File: config.mk
export PLATFORM = sky130hd
export DESIGN_NAME = pc_sequencer_flat
export DESIGN_NICKNAME = d
export VERILOG_FILES = /design/src/rtl/pc_pkg.sv /design/src/rtl/pc_sequencer_if.sv /design/src/rtl/pc_ras.sv /design/src/rtl/pc_sequencer.sv /design/src/flat_wrapper.sv
export SDC_FILE = /design/constraint.sdc
export NUM_CORES = 1
export LEC_CHECK = 0
export BUFFER_PORTS_ARGS = -buffer_cell sky130_fd_sc_hd__buf_2
export CAP_MARGIN = 20
export CELL_PAD_IN_SITES_DETAIL_PLACEMENT = 0
export CELL_PAD_IN_SITES_GLOBAL_PLACEMENT = 2
export CORE_MARGIN = 5
export CORE_UTILIZATION = 35
export CTS_CLUSTER_SIZE = 25
export DETAILED_ROUTE_END_ITERATION = 10
export HOLD_SLACK_MARGIN = 0.1
export PLACE_DENSITY_LB_ADDON = 0.1
export SLEW_MARGIN = 20
export SYNTH_ARGS = -nofsm -noshare
export SYNTH_HDL_FRONTEND = slang
export SYNTH_SLANG_ARGS = --single-unit
File: constraint.sdc
create_clock -name clk -period 3.2 [get_ports clk]
set_clock_uncertainty 0.2 [all_clocks]
set_input_delay 0.48 -clock clk [delete_from_list [all_inputs] [get_ports clk]]
set_output_delay 0.48 -clock clk [all_outputs]
set_load 0.02 [all_outputs]
File: src/rtl/pc_pkg.sv
// Shared definitions for the fetch-stage program-counter sequencer.
package pc_pkg;

    localparam int unsigned ADDR_W_DEF = 16;
    localparam int unsigned DISP_W_DEF = 8;

    typedef enum logic [1:0] {
        SRC_INC,
        SRC_BR,
        SRC_JMP,
        SRC_RET
    } pc_src_e;

endpackage : pc_pkg

File: src/rtl/pc_sequencer_if.sv
// Decode-control / fetch-address bundle between the decoder and pc_sequencer.
interface pc_sequencer_if import pc_pkg::*; #(
    parameter int unsigned ADDR_W = ADDR_W_DEF,
    parameter int unsigned DISP_W = DISP_W_DEF
);

    logic              en;
    logic              jump;
    logic              call;
    logic              ret;
    logic              branch;
    logic [ADDR_W-1:0] rdest;
    logic [DISP_W-1:0] disp;
    logic [ADDR_W-1:0] pc;
    logic [ADDR_W-1:0] next_pc;
    logic              ras_empty;
    logic              ras_full;
    logic              ras_ovf;
    logic              ras_unf;

    modport master (
        output en, jump, call, ret, branch, rdest, disp,
        input  pc, next_pc, ras_empty, ras_full, ras_ovf, ras_unf
    );

    modport slave (
        input  en, jump, call, ret, branch, rdest, disp,
        output pc, next_pc, ras_empty, ras_full, ras_ovf, ras_unf
    );

endinterface : pc_sequencer_if

File: src/rtl/pc_ras.sv
// Circular return-address stack; a push while full overwrites the oldest entry.
module pc_ras #(
    parameter int unsigned DEPTH  = 4,
    parameter int unsigned DATA_W = 16
) (
    input  logic                   clk,
    input  logic                   reset_n,
    input  logic                   push_i,
    input  logic                   pop_i,
    input  logic [DATA_W-1:0]      din_i,
    output logic [DATA_W-1:0]      top_o,
    output logic [$clog2(DEPTH):0] count_o,
    output logic                   full_o,
    output logic                   empty_o,
    output logic                   ovf_o,
    output logic                   unf_o
);

    localparam int unsigned PTR_W = $clog2(DEPTH);
    localparam int unsigned CNT_W = PTR_W + 1;

    logic [DATA_W-1:0] mem_q [DEPTH];
    logic [PTR_W-1:0]  tos_q, tos_d, wr_ptr;
    logic [CNT_W-1:0]  cnt_q, cnt_d;
    logic              ovf_q, ovf_d, unf_q, unf_d;
    logic              wr_en;

    assign full_o  = (cnt_q == CNT_W'(DEPTH));
    assign empty_o = (cnt_q == '0);
    assign top_o   = mem_q[tos_q];
    assign count_o = cnt_q;
    assign ovf_o   = ovf_q;
    assign unf_o   = unf_q;

    // Push/pop/swap next-state; swap on an empty stack degrades to a push.
    always_comb begin
        tos_d  = tos_q;
        cnt_d  = cnt_q;
        ovf_d  = ovf_q;
        unf_d  = unf_q;
        wr_en  = 1'b0;
        wr_ptr = tos_q;
        if (push_i && pop_i) begin
            wr_en = 1'b1;
            if (empty_o) begin
                tos_d  = tos_q + PTR_W'(1);
                wr_ptr = tos_q + PTR_W'(1);
                cnt_d  = CNT_W'(1);
                unf_d  = 1'b1;
            end
        end else if (push_i) begin
            wr_en  = 1'b1;
            tos_d  = tos_q + PTR_W'(1);
            wr_ptr = tos_q + PTR_W'(1);
            if (full_o) ovf_d = 1'b1;
            else        cnt_d = cnt_q + CNT_W'(1);
        end else if (pop_i) begin
            if (empty_o) begin
                unf_d = 1'b1;
            end else begin
                tos_d = tos_q - PTR_W'(1);
                cnt_d = cnt_q - CNT_W'(1);
            end
        end
    end

    always_ff @(posedge clk or negedge reset_n) begin
        if (!reset_n) begin
            tos_q <= '0;
            cnt_q <= '0;
            ovf_q <= 1'b0;
            unf_q <= 1'b0;
        end else begin
            tos_q <= tos_d;
            cnt_q <= cnt_d;
            ovf_q <= ovf_d;
            unf_q <= unf_d;
        end
    end

    // Entry storage needs no reset: slots are only read once count covers them.
    always_ff @(posedge clk) begin
        if (wr_en) mem_q[wr_ptr] <= din_i;
    end

endmodule : pc_ras

File: src/rtl/pc_sequencer.sv
// Fetch-stage PC register with next-address selection and return-address stack.
module pc_sequencer import pc_pkg::*; #(
    parameter int unsigned       ADDR_W    = ADDR_W_DEF,
    parameter int unsigned       DISP_W    = DISP_W_DEF,
    parameter int unsigned       RAS_DEPTH = 4,
    parameter logic [ADDR_W-1:0] RESET_VEC = '0
) (
    input  logic          clk,
    input  logic          reset_n,
    pc_sequencer_if.slave bus
);

    localparam int unsigned CNT_W = $clog2(RAS_DEPTH) + 1;

    logic [ADDR_W-1:0] pc_q, pc_d, pc_inc, disp_ext, ras_top;
    logic [CNT_W-1:0]  ras_cnt;
    logic              ras_full, ras_empty, ras_ovf, ras_unf;
    pc_src_e           src;

    assign pc_inc   = pc_q + ADDR_W'(1);
    assign disp_ext = {{(ADDR_W-DISP_W){bus.disp[DISP_W-1]}}, bus.disp};

    // Source priority: ret > call/jump > branch > increment.
    always_comb begin
        src = SRC_INC;
        if (bus.ret)                   src = SRC_RET;
        else if (bus.call || bus.jump) src = SRC_JMP;
        else if (bus.branch)           src = SRC_BR;
    end

    always_comb begin
        pc_d = pc_inc;
        case (src)
            SRC_RET: pc_d = ras_empty ? pc_inc : ras_top;
            SRC_JMP: pc_d = bus.rdest;
            SRC_BR:  pc_d = pc_q + disp_ext;
            default: pc_d = pc_inc;
        endcase
    end

    always_ff @(posedge clk or negedge reset_n) begin
        if (!reset_n)    pc_q <= RESET_VEC;
        else if (bus.en) pc_q <= pc_d;
    end

    pc_ras #(
        .DEPTH  (RAS_DEPTH),
        .DATA_W (ADDR_W)
    ) u_ras (
        .clk     (clk),
        .reset_n (reset_n),
        .push_i  (bus.en && bus.call),
        .pop_i   (bus.en && bus.ret),
        .din_i   (pc_inc),
        .top_o   (ras_top),
        .count_o (ras_cnt),
        .full_o  (ras_full),
        .empty_o (ras_empty),
        .ovf_o   (ras_ovf),
        .unf_o   (ras_unf)
    );

    assign bus.pc        = pc_q;
    assign bus.next_pc   = pc_d;
    assign bus.ras_empty = (ras_cnt == '0);
    assign bus.ras_full  = ras_full;
    assign bus.ras_ovf   = ras_ovf;
    assign bus.ras_unf   = ras_unf;

endmodule : pc_sequencer

File: src/flat_wrapper.sv
// flat-port wrapper written by rule: the top's interface ports become plain ports
module pc_sequencer_flat import pc_pkg::*;
#(
    parameter int unsigned       ADDR_W    = ADDR_W_DEF,
    parameter int unsigned       DISP_W    = DISP_W_DEF,
    parameter int unsigned       RAS_DEPTH = 4,
    parameter logic [ADDR_W-1:0] RESET_VEC = '0
)
  (clk, reset_n, bus_en, bus_jump, bus_call, bus_ret, bus_branch, bus_rdest, bus_disp, bus_pc, bus_next_pc, bus_ras_empty, bus_ras_full, bus_ras_ovf, bus_ras_unf);
  pc_sequencer_if #(.ADDR_W(ADDR_W), .DISP_W(DISP_W)) bus_i ();
  input  logic clk;
  input  logic reset_n;
  input wire logic [$bits(bus_i.en)-1:0] bus_en;
  input wire logic [$bits(bus_i.jump)-1:0] bus_jump;
  input wire logic [$bits(bus_i.call)-1:0] bus_call;
  input wire logic [$bits(bus_i.ret)-1:0] bus_ret;
  input wire logic [$bits(bus_i.branch)-1:0] bus_branch;
  input wire logic [$bits(bus_i.rdest)-1:0] bus_rdest;
  input wire logic [$bits(bus_i.disp)-1:0] bus_disp;
  output wire logic [$bits(bus_i.pc)-1:0] bus_pc;
  output wire logic [$bits(bus_i.next_pc)-1:0] bus_next_pc;
  output wire logic [$bits(bus_i.ras_empty)-1:0] bus_ras_empty;
  output wire logic [$bits(bus_i.ras_full)-1:0] bus_ras_full;
  output wire logic [$bits(bus_i.ras_ovf)-1:0] bus_ras_ovf;
  output wire logic [$bits(bus_i.ras_unf)-1:0] bus_ras_unf;
  assign bus_i.en = bus_en;
  assign bus_i.jump = bus_jump;
  assign bus_i.call = bus_call;
  assign bus_i.ret = bus_ret;
  assign bus_i.branch = bus_branch;
  assign bus_i.rdest = bus_rdest;
  assign bus_i.disp = bus_disp;
  assign bus_pc = bus_i.pc;
  assign bus_next_pc = bus_i.next_pc;
  assign bus_ras_empty = bus_i.ras_empty;
  assign bus_ras_full = bus_i.ras_full;
  assign bus_ras_ovf = bus_i.ras_ovf;
  assign bus_ras_unf = bus_i.ras_unf;
  pc_sequencer #(.ADDR_W(ADDR_W), .DISP_W(DISP_W), .RAS_DEPTH(RAS_DEPTH), .RESET_VEC(RESET_VEC)) u_core (.clk(clk), .reset_n(reset_n), .bus(bus_i));
endmodule
After elaboration in Yosys (flattened, before gate mapping)
Memory sizes are Yosys's and may differ from the RTL's.
Cells that the tools add are included.

storage, ports and cells
  register bits = 23
  RAM bits = 64
  input port bits = 31
  output and inout port bits = 36
  word-level logic and storage cells = 58
  memories kept = 1

memory list
  memory              depth  bits a word  read ports  clocked after Yosys merged registers in  wr ports  RTL line      RTL
  u_core.u_ras.mem_q  4      16           1           0                                        1         pc_ras.sv:22  logic [DATA_W-1:0] mem_q [DEPTH];

cells by class
  add/subtract/negate cells = 6
  equal/unequal tests = 8
  muxes and demuxes = 26
  bitwise operators = 1
  reductions and logical operators = 11

operators with widths
  kind                     count
  $pmux W16 S3             1
  $mux W2                  9
  $mux W3                  6
  $add A16 B1 Y16 const B  1
  $add A16 B16 Y16         1
  $mux W16                 1
  $mux W1                  9
  $eq A2 B2 Y1 const B     2
  $ne A2 B1 Y1 const B     2
  $reduce_and A2 Y1        2
  $reduce_and A4 Y1        1
  $add A3 B1 Y3 const B    1
  $eq A3 B3 Y1 const B     1
  $logic_and A1 B1 Y1      3
  $logic_not A3 Y1         1
  $ne A3 B2 Y1 const B     1
  $ne A3 B3 Y1 const B     1
  $reduce_and A3 Y1        1
  $reduce_bool A3 Y1       1
  $sub A3 B1 Y3 const B    1
  $add A2 B1 Y2 const B    1
  $eq A2 B1 Y1 const B     1
  $reduce_bool A2 Y1       1
  $sub A2 B1 Y2 const B    1
  other kinds (2)          2

Depth between registers and ports, before layout
  word-level depth = 5
  gate-level depth with buffers = 9
  gate-level depth less buffers = 8

By module
Synthesis repeated with hierarchy kept, for this count alone.

unflattened totals
  cell total of the unflattened synthesis = 471
  area, all modules = 5336.4 um2

modules (own cells, without submodules)
  module        times used  cells an instance  area an instance (um2)  seq. area each (um2)
  pc_ras        1           156                2955.3                  2097.0
  pc_sequencer  1           315                2381.0                  400.4

Worst setup path after synthesis
Ideal clock, no wire load.

  path kind = input to register
  from = input bus_en
  to = memory u_core.u_ras.mem_q[1][0] (enable)
  library setup time = 414 ps
  data arrival time = 2773 ps
  required time = 2586 ps
  slack = -187 ps
  cell stages on the path = 6
  buffers on the path = 1
  cells stage by stage = clkbuf_1 -> nand2_1 -> ha_1 -> a22o_1 -> nor2_1 -> a211oi_1

between the ends
  cells in the longest elaborated chain, start to end = 5
  elaborated cells between the ends (all ways) = 9
  classes of those cells = mux: 6; reduce/logical: 3

RTL lines
  what                                            RTL line                                RTL
  start, declared                                 flat_wrapper.sv:13                      input wire logic [$bits(bus_i.en)-1:0] bus_en;
  $logic_and A1 B1 Y1 (on tied branches)          pc_sequencer.sv:52, pc_sequencer.sv:53
  $mux W1 or $logic_and A1 B1 Y1 (tied branches)  pc_ras.sv:51, pc_ras.sv:43
  $mux W1                                         pc_ras.sv:43                            if (push_i && pop_i) begin
  $mux W1                                         pc_ras.sv:83                            if (wr_en) mem_q[wr_ptr] <= din_i;
  $mux W1 (implied by the code)                   pc_ras.sv:83
  end, declared                                   pc_ras.sv:22

Several ways; a longest one is shown, not always the timed one.

Worst setup path after layout
  from = register u_core.pc_q[1], in the netlist u_core.bus.pc[1]
  to = output bus_next_pc[15]

between the ends
  cells in the longest elaborated chain, start to end = 3
  elaborated cells between the ends (all ways) = 4
  classes of those cells = add/sub: 2; mux: 2

RTL lines
  what                    RTL line            RTL
  start, declared         pc_sequencer.sv:15  logic [ADDR_W-1:0] pc_q, pc_d, pc_inc, disp_ext, ras_top;
  start signal, assigned  pc_sequencer.sv:43  else if (bus.en) pc_q <= pc_d;
  $add A16 B1 Y16         pc_sequencer.sv:20  assign pc_inc = pc_q + ADDR_W'(1);
  $mux W16                pc_sequencer.sv:34  SRC_RET: pc_d = ras_empty ? pc_inc : ras_top;
  $pmux W16 S3 (*)        pc_sequencer.sv:33  case (src)
  end, declared           flat_wrapper.sv:21  output wire logic [$bits(bus_i.next_pc)-1:0] bus_next_pc;

Every way passes the cells marked *; elsewhere a longest branch is shown, timed or not.

==> out/qor.yml <==
global_routing:
  grt_usage_pct: 19.6
  grt_max_degree: 30
  antenna_found_initial: 0
  grt_pass1_vias: 4348
  grt_pass1_wl_mm: 24.8
  grt.overflow.total: 0
clock_tree:
  cts_tree: "done"
  cts_inserted_buffers: 9
  clk_latency_ns: 0.35
  cts.sinks: 87
  clockBufferDepth: 2
  htree_num_levels: 3
  cts-root-buf: "clkbuf_16"
  clkTransAtPathRegs_ns: 0.07
critical_path:
  critPathArrivalTime_ns: 2.62
  cp-start-kind: "flop"
  crit_path_end_kind: "output pin"
  critical_path_required_ns: 2.52
  crit_fanout: 3
  critPathKind: "reg -> out"
route:
  drt_iter0_markers: 219
  first_pass_iters: 5
  wl_mm: 16.5
  wl_met2_mm: 8.46
  route.detailed.drc: 0
  viasPerCell: 5.48
  top_layer: "met4"
  wl_met3_um: 712
  wl_per_cell_um: 20.6
  met1Wirelength_mm: 7.13
  vias: 4390
  drtAntennaViolNets: 0
die:
  start_util_pct: 35.4
  rows: 44
  ios: 67
  dieArea_mm2: 0.0172
  die_h_um: 131
  fp.dieW_um: 131
  placeableCoreArea_mm2: 0.0145
synthesis:
  avgSynthCellArea_um2: 11.1
  yosysUniqueCellTypes: 58
  syn_nets: 512
  ys_warn_count: 0
  synth-edff-count: 64
  synthFlopType: "edfxtp_1"
  synth.area.mux_share_pct: 10.2
  async_flop_share_pct: 26.4
  synth_xor_area_share_pct: 4.44
  synth-adder-area-share_pct: 5.17
  synthTopCellsByArea: "edfxtp_1 (37%), dfrtp_1 (11%), mux4_2 (7.0%), ha_1 (4.4%), a21oi_1 (3.4%)"
  syn_area_mm2: 0.00513
  yosysTopAreaCell: "edfxtp_1"
  seq_area_frac_synth_pct: 48.7
  netlist.area_leader.share_pct: 37.5
  synth-seq-cells: 87
  synth_compound_area_share_pct: 16.0
  synth_top_family_by_area: "compound AO/OA/AOI/OAI gates"
  synthCells: 461
  synthSimpleGateAreaFrac_pct: 12.2
timing:
  setup_viol: 2
  final_hold_viol_count: 0
  rsz0062_at_grt: "yes"
  max_freq_mhz: 303
  worst_pin_slew_ns: 0.685
  period_minus_slack_ns: 3.30
  setup_tns_ns: -0.164
  min_period_over_period_pct: 103
  drv_slew: 0
  setup_slack_ns: -0.102
  slew_headroom_pct: 54.3
power:
  power_density_mw_per_mm2: 942
  ir_drop_v: 0.000383
  finalPower_mw: 6.70
  power.leakage_nw: 2.83
run_status:
  violations: "negative setup slack"
  outcome: "finished, violations left"
finish:
  final_cell_area_mm2: 0.00711
  area_delta_synth_final_pct: 38.7
  nNetsFinal: 663
  seq_area_mm2: 0.00250
  multi_input_area_mm2: 0.00287
  num_antenna_cells: 0
  drive_above_1_share_pct: 43.3
  fillCellCount: 1379
placed_design:
  place_area_mm2: 0.00611
  hpwl_mm: 12.1
  port_buffers: 66
  place_congestion: 0.805
hold_path:
  hp-class: "reg -> reg"
flow_run:
  maxCapViolCount: 0
## worst max-delay path: stages (launching register included)
cell and delay [ns]:
dfrtp_1 0.41, buf_6 0.14, ha_4 0.22, a211oi_4 0.23, o211ai_1 0.26, a211oi_2 0.28
o221ai_2 0.15, buf_4 0.16, a211o_1 0.31, buf_6 0.14
## cell type report
cell class              instances  share of cell area (%)
inverters                      22                    1.16
clock inverters                 7                    1.09
well taps                     184                    3.24
clock buffers                   9                    3.17
flip-flops and latches         87                    35.2
repair buffers                160                    15.8
multi-input cells             332                    40.4
## timing repair
action	in CTS	in global routing
endpoints found under the hold margin	23	0
pin swaps	19	33
setup buffers	10	17
hold buffers	1	0
gates resized for setup	56	44
setup endpoints to repair	13	11
cloned	0	0
## sequential cells by signal, indices dropped and copies added (netlist names)
register	count
u_core.u_ras.mem_q	64
u_core.bus.pc	16
u_core.u_ras.count_o	3
u_core.u_ras.tos_q	2
u_core.u_ras.ovf_o	1
u_core.u_ras.unf_o	1
## per-stage QoR
stage	setup WS, ns	hold slack, ns	std cells	util, %
after global placement	-0.298	0.242	758	42.2
after floorplan	0.0580	-0.0156	461	-
after CTS	-0.0974	0.267	784	46.8
after detailed placement	-0.281	0.250	758	42.2
after global routing	-0.211	0.289	801	49.1
final	-0.102	0.263	801	49.1
## path summary, 6_finish.rpt
| path | from | end | slack (ns) | depth (start not counted) |
|---|---|---|---|---|
| worst min-delay path | u_core.u_ras.ovf_o | u_core.u_ras.ovf_o | 0.26 | 1 |
| worst max register to register | u_core.bus.pc[9] | u_core.bus.pc[15] | 0.35 | 9 |
| max in group asynchronous | reset_n | u_core.bus.pc[3] | 1.80 | 2 |
| worst max-delay path | u_core.bus.pc[1] | bus_next_pc[15] | -0.10 | 9 |
| worst min register to register | u_core.u_ras.ovf_o | u_core.u_ras.ovf_o | 0.26 | 1 |
| min in group asynchronous | reset_n | u_core.bus.pc[14] | 0.50 | 2 |
## power breakdown
| group | total (mW) | internal (mW) | switching (mW) |
|---|---|---|---|
| logic | 3.82 | 1.75 | 2.07 |
| clock network | 1.08 | 0.615 | 0.463 |
| registers | 1.80 | 1.61 | 0.194 |
## placed cells by master, fill, tap and decap left out, drive strengths merged, types with 5 or more instances in the layout
cell type | netlist | layout
mux2 | 10 | 10
buf | 8 | 159
xnor2 | 20 | 20
edfxtp | 64 | 64
dfrtp | 23 | 23
nor3 | 7 | 7
inv | 22 | 25
and3 | 10 | 10
o221ai | 5 | 5
nor2 | 34 | 34
mux2i | 5 | 5
clkbuf | 12 | 9
nand3 | 7 | 7
a21oi | 36 | 36
a211oi | 6 | 6
a221oi | 5 | 5
nor4 | 6 | 6
xor2 | 6 | 6
nand4 | 6 | 6
mux4 | 16 | 16
a31oi | 5 | 5
nand2 | 43 | 43
ha | 18 | 18
o21ai | 27 | 27
## cells in the mapped netlist, types with 5 or more instances
cell type	count
edfxtp_1	64
nand2_1	43
a21oi_1	35
nor2_1	34
o21ai_0	26
dfrtp_1	23
inv_1	22
xnor2_1	20
ha_1	18
mux4_2	16
clkbuf_1	12
and3_1	10
mux2_2	10
nand3_1	7
nor3_1	7
a211oi_1	6
nand4_1	6
nor4_1	6
xor2_1	6
a31oi_1	5
mux2i_1	5
o221ai_1	5
## per-layer routing
metal / GRT usage (%) / vias to the layer above
met5: 0 / -
met3: 3.12 / 13
met2: 33.9 / 106
met4: 4.66 / 0
met1: 25.8 / 2203
li1: - / 2068
## cell families after synthesis
kind of cell,Yosys count
AOI/OAI and AO/OA,124
buffers and inverters,42
and+or+nand+nor,131
DFF,87
adders and majority gates,20
xor gates and xnor gates,26
muxes,31
Power figures use the tool's default switching activity.
